### config.mk
export PLATFORM = sky130hd
export DESIGN_NAME = spi_word_master
export DESIGN_NICKNAME = d
export VERILOG_FILES = /design/src/rtl/spi_word_master.sv
export SDC_FILE = /design/constraint.sdc
export NUM_CORES = 1
export LEC_CHECK = 0
export ABC_AREA = 0
export CORE_UTILIZATION = 29
export CTS_CLUSTER_SIZE = 10
export DETAILED_ROUTE_END_ITERATION = 8
export PLACE_DENSITY = 0.5
export SLEW_MARGIN = 20
export SYNTH_ARGS = -nofsm -noshare
export SYNTH_HDL_FRONTEND = slang
export SYNTH_SLANG_ARGS = --single-unit
### constraint.sdc
create_clock -name CLK -period 3.5 [get_ports CLK]
set_input_delay 0.7 -clock CLK [delete_from_list [all_inputs] [get_ports CLK]]
set_output_delay 0.7 -clock CLK [all_outputs]
set_load 0.05 [all_outputs]
### src/rtl/spi_word_master.sv
// Word-level SPI master (mode 0): pops words from FIFO A, shifts them out MSB-first in one
// chip-select frame per word, and pushes the MISO word captured in that frame into FIFO B.
module spi_word_master #(
  parameter int unsigned WORD_W  = 32,
  parameter int unsigned CLK_DIV = 2,
  parameter int unsigned CNT_W   = 16
) (
  input  logic              CLK,
  input  logic              rst_n,
  input  logic              enable,
  input  logic [WORD_W-1:0] FIFOA_OUT,
  input  logic              FIFOA_empty,
  output logic              FIFOA_ren,
  input  logic              FIFOB_full,
  output logic [WORD_W-1:0] FIFOB_IN,
  output logic              FIFOB_wen,
  output logic              spi_cs,
  output logic              spi_sck,
  output logic              spi_mosi,
  input  logic              spi_miso,
  output logic              busy,
  output logic [CNT_W-1:0]  frame_cnt
);

  localparam int unsigned BIT_W = (WORD_W > 1) ? $clog2(WORD_W) : 1;
  localparam logic [7:0]       HalfLast = 8'(CLK_DIV - 1);
  localparam logic [BIT_W-1:0] BitLast  = BIT_W'(WORD_W - 1);

  typedef enum logic [2:0] {
    StIdle, StFetch, StLoad, StLead, StShift, StTail, StStore, StGap
  } state_e;

  state_e            state_q, state_d;
  logic [7:0]        hcnt_q, hcnt_d;
  logic [BIT_W-1:0]  bit_q, bit_d;
  logic [WORD_W-1:0] tx_q, tx_d;
  logic [WORD_W-1:0] rx_q, rx_d;
  logic              cs_q, cs_d;
  logic              sck_q, sck_d;
  logic              mosi_q, mosi_d;
  logic              ren_q, ren_d;
  logic              wen_q, wen_d;
  logic [WORD_W-1:0] fifob_q, fifob_d;
  logic              busy_q, busy_d;
  logic [CNT_W-1:0]  cnt_q, cnt_d;
  logic              hcnt_last;

  assign hcnt_last = (hcnt_q == HalfLast);

  // Next-state and registered-output logic for the frame sequencer.
  always_comb begin
    state_d = state_q;
    hcnt_d  = hcnt_q;
    bit_d   = bit_q;
    tx_d    = tx_q;
    rx_d    = rx_q;
    cs_d    = cs_q;
    sck_d   = sck_q;
    mosi_d  = mosi_q;
    ren_d   = 1'b0;
    wen_d   = 1'b0;
    fifob_d = fifob_q;
    busy_d  = busy_q;
    cnt_d   = cnt_q;

    unique case (state_q)
      StIdle: begin
        // FIFO B has a single writer, so a free slot seen here stays free until STORE.
        if (enable && !FIFOA_empty && !FIFOB_full) begin
          state_d = StFetch;
          ren_d   = 1'b1;
          busy_d  = 1'b1;
        end
      end
      StFetch: begin
        state_d = StLoad;
      end
      StLoad: begin
        tx_d    = FIFOA_OUT;
        rx_d    = '0;
        cs_d    = 1'b0;
        mosi_d  = FIFOA_OUT[WORD_W-1];
        hcnt_d  = '0;
        state_d = StLead;
      end
      StLead: begin
        if (hcnt_last) begin
          hcnt_d  = '0;
          sck_d   = 1'b1;
          rx_d    = {rx_q[WORD_W-2:0], spi_miso};
          bit_d   = '0;
          state_d = StShift;
        end else begin
          hcnt_d = hcnt_q + 8'd1;
        end
      end
      StShift: begin
        if (!hcnt_last) begin
          hcnt_d = hcnt_q + 8'd1;
        end else begin
          hcnt_d = '0;
          if (sck_q) begin
            // Falling edge: advance MOSI unless this was the last bit.
            sck_d = 1'b0;
            if (bit_q != BitLast) begin
              tx_d   = tx_q << 1;
              mosi_d = tx_q[WORD_W-2];
            end
          end else if (bit_q == BitLast) begin
            state_d = StTail;
          end else begin
            // Rising edge: sample MISO on the same CLK edge that raises SCK.
            sck_d = 1'b1;
            rx_d  = {rx_q[WORD_W-2:0], spi_miso};
            bit_d = bit_q + BIT_W'(1);
          end
        end
      end
      StTail: begin
        if (hcnt_last) begin
          hcnt_d  = '0;
          cs_d    = 1'b1;
          mosi_d  = 1'b0;
          wen_d   = 1'b1;
          fifob_d = rx_q;
          cnt_d   = cnt_q + CNT_W'(1);
          state_d = StStore;
        end else begin
          hcnt_d = hcnt_q + 8'd1;
        end
      end
      StStore: begin
        hcnt_d  = '0;
        state_d = StGap;
      end
      StGap: begin
        if (hcnt_last) begin
          hcnt_d  = '0;
          busy_d  = 1'b0;
          state_d = StIdle;
        end else begin
          hcnt_d = hcnt_q + 8'd1;
        end
      end
      default: begin
        state_d = StIdle;
      end
    endcase
  end

  // State and output registers; reset aborts any frame in flight.
  always_ff @(posedge CLK or negedge rst_n) begin
    if (!rst_n) begin
      state_q <= StIdle;
      hcnt_q  <= '0;
      bit_q   <= '0;
      tx_q    <= '0;
      rx_q    <= '0;
      cs_q    <= 1'b1;
      sck_q   <= 1'b0;
      mosi_q  <= 1'b0;
      ren_q   <= 1'b0;
      wen_q   <= 1'b0;
      fifob_q <= '0;
      busy_q  <= 1'b0;
      cnt_q   <= '0;
    end else begin
      state_q <= state_d;
      hcnt_q  <= hcnt_d;
      bit_q   <= bit_d;
      tx_q    <= tx_d;
      rx_q    <= rx_d;
      cs_q    <= cs_d;
      sck_q   <= sck_d;
      mosi_q  <= mosi_d;
      ren_q   <= ren_d;
      wen_q   <= wen_d;
      fifob_q <= fifob_d;
      busy_q  <= busy_d;
      cnt_q   <= cnt_d;
    end
  end

  assign FIFOA_ren = ren_q;
  assign FIFOB_wen = wen_q;
  assign FIFOB_IN  = fifob_q;
  assign spi_cs    = cs_q;
  assign spi_sck   = sck_q;
  assign spi_mosi  = mosi_q;
  assign busy      = busy_q;
  assign frame_cnt = cnt_q;

endmodule

==> results of run 1 <==
## power by group
part           switching (mW)  leakage [nW]  internal [mW]  total [mW]
sequential              0.226          1.74           1.83        2.06
combinational           0.947          1.40          0.665        1.61
clock                   0.671         0.285           1.13        1.80
## logic make-up after synthesis
| family | synth area share [%] |
|---|---|
| xor gates and xnor gates | 2.488 |
| adders and majority gates | 2.221 |
| buffers and inverters | 3.199 |
| AOI/OAI and AO/OA | 16.93 |
| DFF | 59.11 |
| and+or+nand+nor | 14.95 |
| muxes | 1.111 |
## state kept, by name, summed over array words and instances (netlist names)
register	count
busy	1
tx_q	31
FIFOB_IN	32
spi_mosi	1
spi_cs	1
rx_q	32
spi_sck	1
hcnt_q	8
FIFOA_ren	1
state_q	3
FIFOB_wen	1
frame_cnt	16
bit_q	5
## cell usage in the layout, fill, tap and decap left out, drive strengths merged, types with 6 or more instances in the layout
cell           instances
or3                    6
o21ai                 10
dfrtp                132
a22o                  36
nor2                   7
buf                   13
clkdlybuf4s50         90
nand3                 13
ha                    10
nand2                121
o22ai                 32
nor3                  11
inv                   13
a2bb2oi               30
xor2                  10
clkbuf                22
xnor2                  6
## final cells by class
| class | count | area [um2] | share of cell area (%) |
|---|---|---|---|
| clock buffers | 22 | 484.2 | 6.497 |
| well taps | 260 | 325.3 | 4.365 |
| repair buffers | 103 | 1002 | 13.45 |
| clock inverters | 10 | 121.4 | 1.628 |
| multi-input cells | 339 | 2146 | 28.79 |
| inverters | 12 | 45.04 | 0.6043 |
| flip-flops and latches | 133 | 3329 | 44.67 |
## layer usage
metal | wire [um] | vias to the layer above | track usage (%)
li1 | - | 2030 | -
met2 | 6095 | 108 | 22.85
met1 | 6433 | 2051 | 19.52
met5 | 0 | - | 0
met3 | 699 | 20 | 3.679
met4 | 254 | 0 | 6.055
## final timing paths
path	startpoint	slack, ns	cells after the start	end
setup / recovery	hcnt_q[1]	0.92	7	frame_cnt[5]
hold / removal	rst_n	0.28	1	FIFOB_IN[2]
setup reg to reg	hcnt_q[1]	0.92	7	frame_cnt[5]
hold reg to reg	FIFOB_IN[5]	0.47	2	FIFOB_IN[5]
max in group asynchronous	rst_n	2.38	2	frame_cnt[1]
min in group CLK	FIFOB_IN[5]	0.47	2	FIFOB_IN[5]
## stage by stage
| step | setup slack (ns) | total power [mW] | util [%] | instances |
|---|---|---|---|---|
| after CTS | 0.9011 | 5.537 | 39.45 | 879 |
| after global placement | 0.9846 | 3.660 | 36.25 | 847 |
| after detailed placement | 0.9157 | 3.698 | 36.25 | 847 |
| after floorplan | 1.185 | 3.175 | - | 516 |
| final | 0.9170 | 5.468 | 39.45 | 879 |
| after global routing | 0.7637 | 5.780 | 39.45 | 879 |
## worst reg2reg max path, delay by kind of cell, from the launching register on
kind	cells	cell delay [ns]
XOR/XNOR	1	0.16
adder cells (fa/ha/maj)	1	0.14
buffers and inverters	2	0.38
flip-flops	1	0.42
AND/OR/NAND/NOR	3	1.40
==> reports/qor.yml, run 1 <==
run_status: "completed"
synth_warnings: 0
synthTopCellsByArea: "dfrtp_1 (59%), nand2_1 (8.1%), a22o_1 (5.4%)"
clk_path_buf_depth: 2
rsz0062_at_grt: "no"
syn2layout_area_growth_pct: 32.32
cp.required_ns: 3.84
vias: 4209
setup_viol: 0
synth_seq_area_share_pct: 59.11
cp.arrival_ns: 2.92
die_h_um: 141.4
power.density_nw_per_um2: 733.7
synth_area_per_cell_um2: 10.92
dpl-instance-area_um2: 6848
coreArea_um2: 18890
clock_sinks: 133
cts_tree: "built"
diodes: 0
ys_ff_latch: 133
fin_nets: 654
drt-initial-drc-count: 226
htreeDepth: 4
postCtsSetupBuffers: 0
synth_nets: 564
crit_fanout: 30
synthFlopType: "dfrtp_1"
min_path_type: "in -> async"
dp_hpwl_um: 8804
synth_cell_type_count: 51
fin_area_um2: 7453
p_leak_nw: 3.423
drive_gt1_share_pct: 9.532
slowest_stage: "or3_2"
clock_latency_ns: 0.42
grt_pass1_vias: 4345
worstMarginPinSlew_ns: 0.9234
drv_cap: 0
ir_drop_mv: 0.3644
viasPerCell: 4.788
slew_headroom_pct: 38.44
slowest_delay_ns: 0.63
drc_errors: 0
die_w_um: 141.4
synthCells: 516
post-route-period-util_pct: 73.80
wl_per_cell_um: 15.34
clockRootBuffer: "clkbuf_16"
path_buf_inv: 2
synth_common_cells: "dfrtp_1 (132), nand2_1 (121), a22o_1 (35)"
fp.dieArea_um2: 19990
critPathKind: "reg -> reg"
io_buffer_count: 91
yosysMostFrequentCell: "dfrtp_1"
grt_util_all_layers_pct: 14.68
finalMaxSlewViolations: 0
worst_setup_path_end_kind: "flip-flop"
io-pin-count: 92
grt.overflow.total: 0
yosysTopAreaCellShare_pct: 58.64
first_pass_iters: 4
netlist_area_um2: 5633
grt_max_degree: 71
synth_area_leader_cell: "dfrtp_1"
hold_ws_ns: 0.2848
finalCriticalPeriod_ns: 2.583
nFillCells: 1862
max_freq_mhz: 387.1
cts_resized: 0
crit_family: "simple AND/OR/NAND/NOR gates"
ant_nets: 0
wirelength_um: 13480
skew_ns: 0.01159
clkSlewWorstSetupHoldPaths_ns: 0.06
grt_pass1_wl_um: 22800
antenna_found_initial: 0
async_reset_ff_share_pct: 100.0
critPathLaunchType: "flip-flop"
synth_edf_count: 0
postCtsHoldBufs: 0
gp_congestion: 0.7636
start_util_pct: 29.81
tns_ns: 0
path_cells: "inv_1 -> ha_1 -> or4b_4 -> or3_2 -> buf_4 -> nor3_1 -> xor2_1"
finalHoldViolations: 0
rows: 50
numCtsBuffers: 17
No activity file was read; power rests on OpenSTA's default activity.
==> run 2, diff against run 1 <==
==> constraint.sdc (replaced) <==
create_clock -name CLK -period 2.6 [get_ports CLK]
set_input_delay 0.52 -clock CLK [delete_from_list [all_inputs] [get_ports CLK]]
set_output_delay 0.52 -clock CLK [all_outputs]
set_load 0.05 [all_outputs]
==> run 2 against run 1 <==
Effect of this change:
- non-clock buffer count rose by 5
- first-iteration DRC count fell by 19%
- sequential power rose by 33%
- clock skew fell by 0.0043 ns
- design area rose by 0.74%
- via count rose by 1.1%
- clock power rose by 34%
- highest routed layer unchanged
==> reports/qor.yml, run 2 (synthesis results as in run 1) <==
critPathKind: "reg -> reg"  # unchanged
drc_errors: 0  # unchanged
htreeDepth: 4  # unchanged
ir_drop_mv: 0.4977  # was 0.3644 mV
min_path_type: "in -> async"  # unchanged
antenna_found_initial: 0  # unchanged
cts_tree: "built"  # unchanged
drive_gt1_share_pct: 9.615  # was 9.532%
grt.overflow.total: 0  # unchanged
vias: 4256  # was 4209
postCtsSetupBuffers: 0  # unchanged
finalMaxSlewViolations: 0  # unchanged
finalCriticalPeriod_ns: 2.354  # was 2.583 ns
max_freq_mhz: 424.8  # was 387.1 MHz
p_leak_nw: 3.461  # was 3.423 nW
clkSlewWorstSetupHoldPaths_ns: 0.05  # was 0.06 ns
clk_path_buf_depth: 2  # unchanged
crit_path_start: "state_q[1]"  # was hcnt_q[1]
diodes: 0  # unchanged
viasPerCell: 4.814  # was 4.788
clockRootBuffer: "clkbuf_16"  # unchanged
totalPowerFinal_mw: 7.400  # was 5.468 mW
grt_pass1_vias: 4363  # was 4345
drt-initial-drc-count: 184  # was 226
clock_sinks: 133  # unchanged
p_switching_mw: 2.454  # was 1.844 mW
rows: 50  # unchanged
crit_fanout: 32  # was 30
tns_ns: 0  # unchanged
reg2reg_from: "state_q[1]"  # was hcnt_q[1]
run_status: "completed"  # unchanged
slew_headroom_pct: 41.94  # was 38.44%
coreArea_um2: 18890  # unchanged
syn2layout_area_growth_pct: 33.30  # was 32.32%
critPathLaunchType: "flip-flop"  # unchanged
wl_per_cell_um: 15.01  # was 15.34 um
clock_latency_ns: 0.42  # about the same
postCtsHoldBufs: 0  # unchanged
io-pin-count: 92  # unchanged
final_common_cell: "dfrtp_1"  # unchanged
final_cell_mix: "dfrtp_1 (132), nand2_1 (121), clkdlybuf4s50_1 (90)"  # unchanged
numCtsBuffers: 17  # unchanged
post-route-period-util_pct: 90.53  # was 73.80%
die_w_um: 141.4  # unchanged
swShare_pct: 33.16  # was 33.72%
gp_congestion: 0.7542  # was 0.7636
worst_setup_path_end_kind: "flip-flop"  # unchanged
p_clk_share_pct: 32.6  # was 32.9%
fin_nets: 659  # was 654
cp.arrival_ns: 2.71  # was 2.92 ns
fp.dieArea_um2: 19990  # unchanged
skew_ns: 0.007242  # was 0.01159 ns
setup_viol: 0  # unchanged
power.density_nw_per_um2: 985.5  # was 733.7 nW/um2
cts_resized: 0  # unchanged
grt_util_all_layers_pct: 14.09  # was 14.68%
rsz0062_at_grt: "no"  # unchanged
finalHoldViolations: 0  # unchanged
worstMarginPinSlew_ns: 0.8709  # was 0.9234 ns
p_int_mw: 4.946  # was 3.625 mW
seqPwrFrac_pct: 37.2  # was 37.6%
grt_pass1_wl_um: 22070  # was 22800 um
combPwrFrac_pct: 30.2  # was 29.5%
first_pass_iters: 4  # unchanged
start_util_pct: 29.81  # unchanged
die_h_um: 141.4  # unchanged
wirelength_um: 13270  # was 13480 um
io_buffer_count: 91  # unchanged
drv_cap: 0  # unchanged
grt_max_degree: 56  # was 71
cp.required_ns: 2.95  # was 3.84 ns
nFillCells: 1887  # was 1862
dp_hpwl_um: 8814  # was 8804 um
ant_nets: 0  # unchanged
run 2: cell types whose count changed in the layout (fill, tap and decap cells not counted), sizes merged:
cell      change
bufinv        +1
inv           -1
clkinvlp      -4
clkbuf        +1
clkinv        +3
buf           +5
run 2: area by class of cell:
type,instances,area (um2),share of cell area [%]
multi-input cells,339,2146,28.58
clock inverters,9,127.6,1.700
well taps,260,325.3,4.333
clock buffers,23,457.9,6.099
inverters,12,45.04,0.5999
flip-flops and latches,133,3329,44.34
repair buffers,108,1077,14.35
run 2: path summary, 6_finish.rpt:
check	end	slack (ns)	cells after the start
worst max-delay path	rx_q[11]	0.25	6
worst min-delay path	rx_q[1]	0.06	1
worst max register to register	rx_q[11]	0.25	6
worst min register to register	spi_cs	0.46	2
max in group asynchronous	state_q[2]	1.84	2
min in group CLK	spi_cs	0.46	2
run 2: worst max-delay path, cell delays in order, from the launching register on:
cell,delay (ns)
dfrtp_1,0.45
inv_1,0.09
ha_1,0.21
mux2i_1,0.46
nor4_4,0.11
a31oi_4,0.71
a22o_1,0.24
run 2: per-layer routing:
| metal | share of wire, % | global-route usage (%) |
|---|---|---|
| met5 | 0 | 0 |
| met4 | 1.7 | 6.225 |
| met1 | 50 | 18.85 |
| met3 | 3.7 | 3.375 |
| met2 | 45 | 21.70 |
run 2: metrics by stage:
step	instance area [um2]	util [%]	setup slack [ns]	hold WS [ns]	cells
after CTS	7508	39.74	0.2273	0.07167	884
after floorplan	5633	-	0.2845	0.2244	516
after global routing	7508	39.74	0.03641	0.09471	884
after global placement	6923	36.64	0.2948	0.4550	852
after detailed placement	6923	36.64	0.2312	0.4524	852
final	7508	39.74	0.2461	0.05763	884
run 2: power groups by stage:
stage          registers (mW)  logic, mW  clock network (mW)
2_1_floorplan            2.96       1.32                   0
3_3_place_gp             2.77       2.20                   0
3_5_place_dp             2.78       2.26                   0
4_1_cts                  2.75       2.26                2.46
5_1_grt                  2.81       2.44                2.55
6_report                 2.75       2.24                2.41
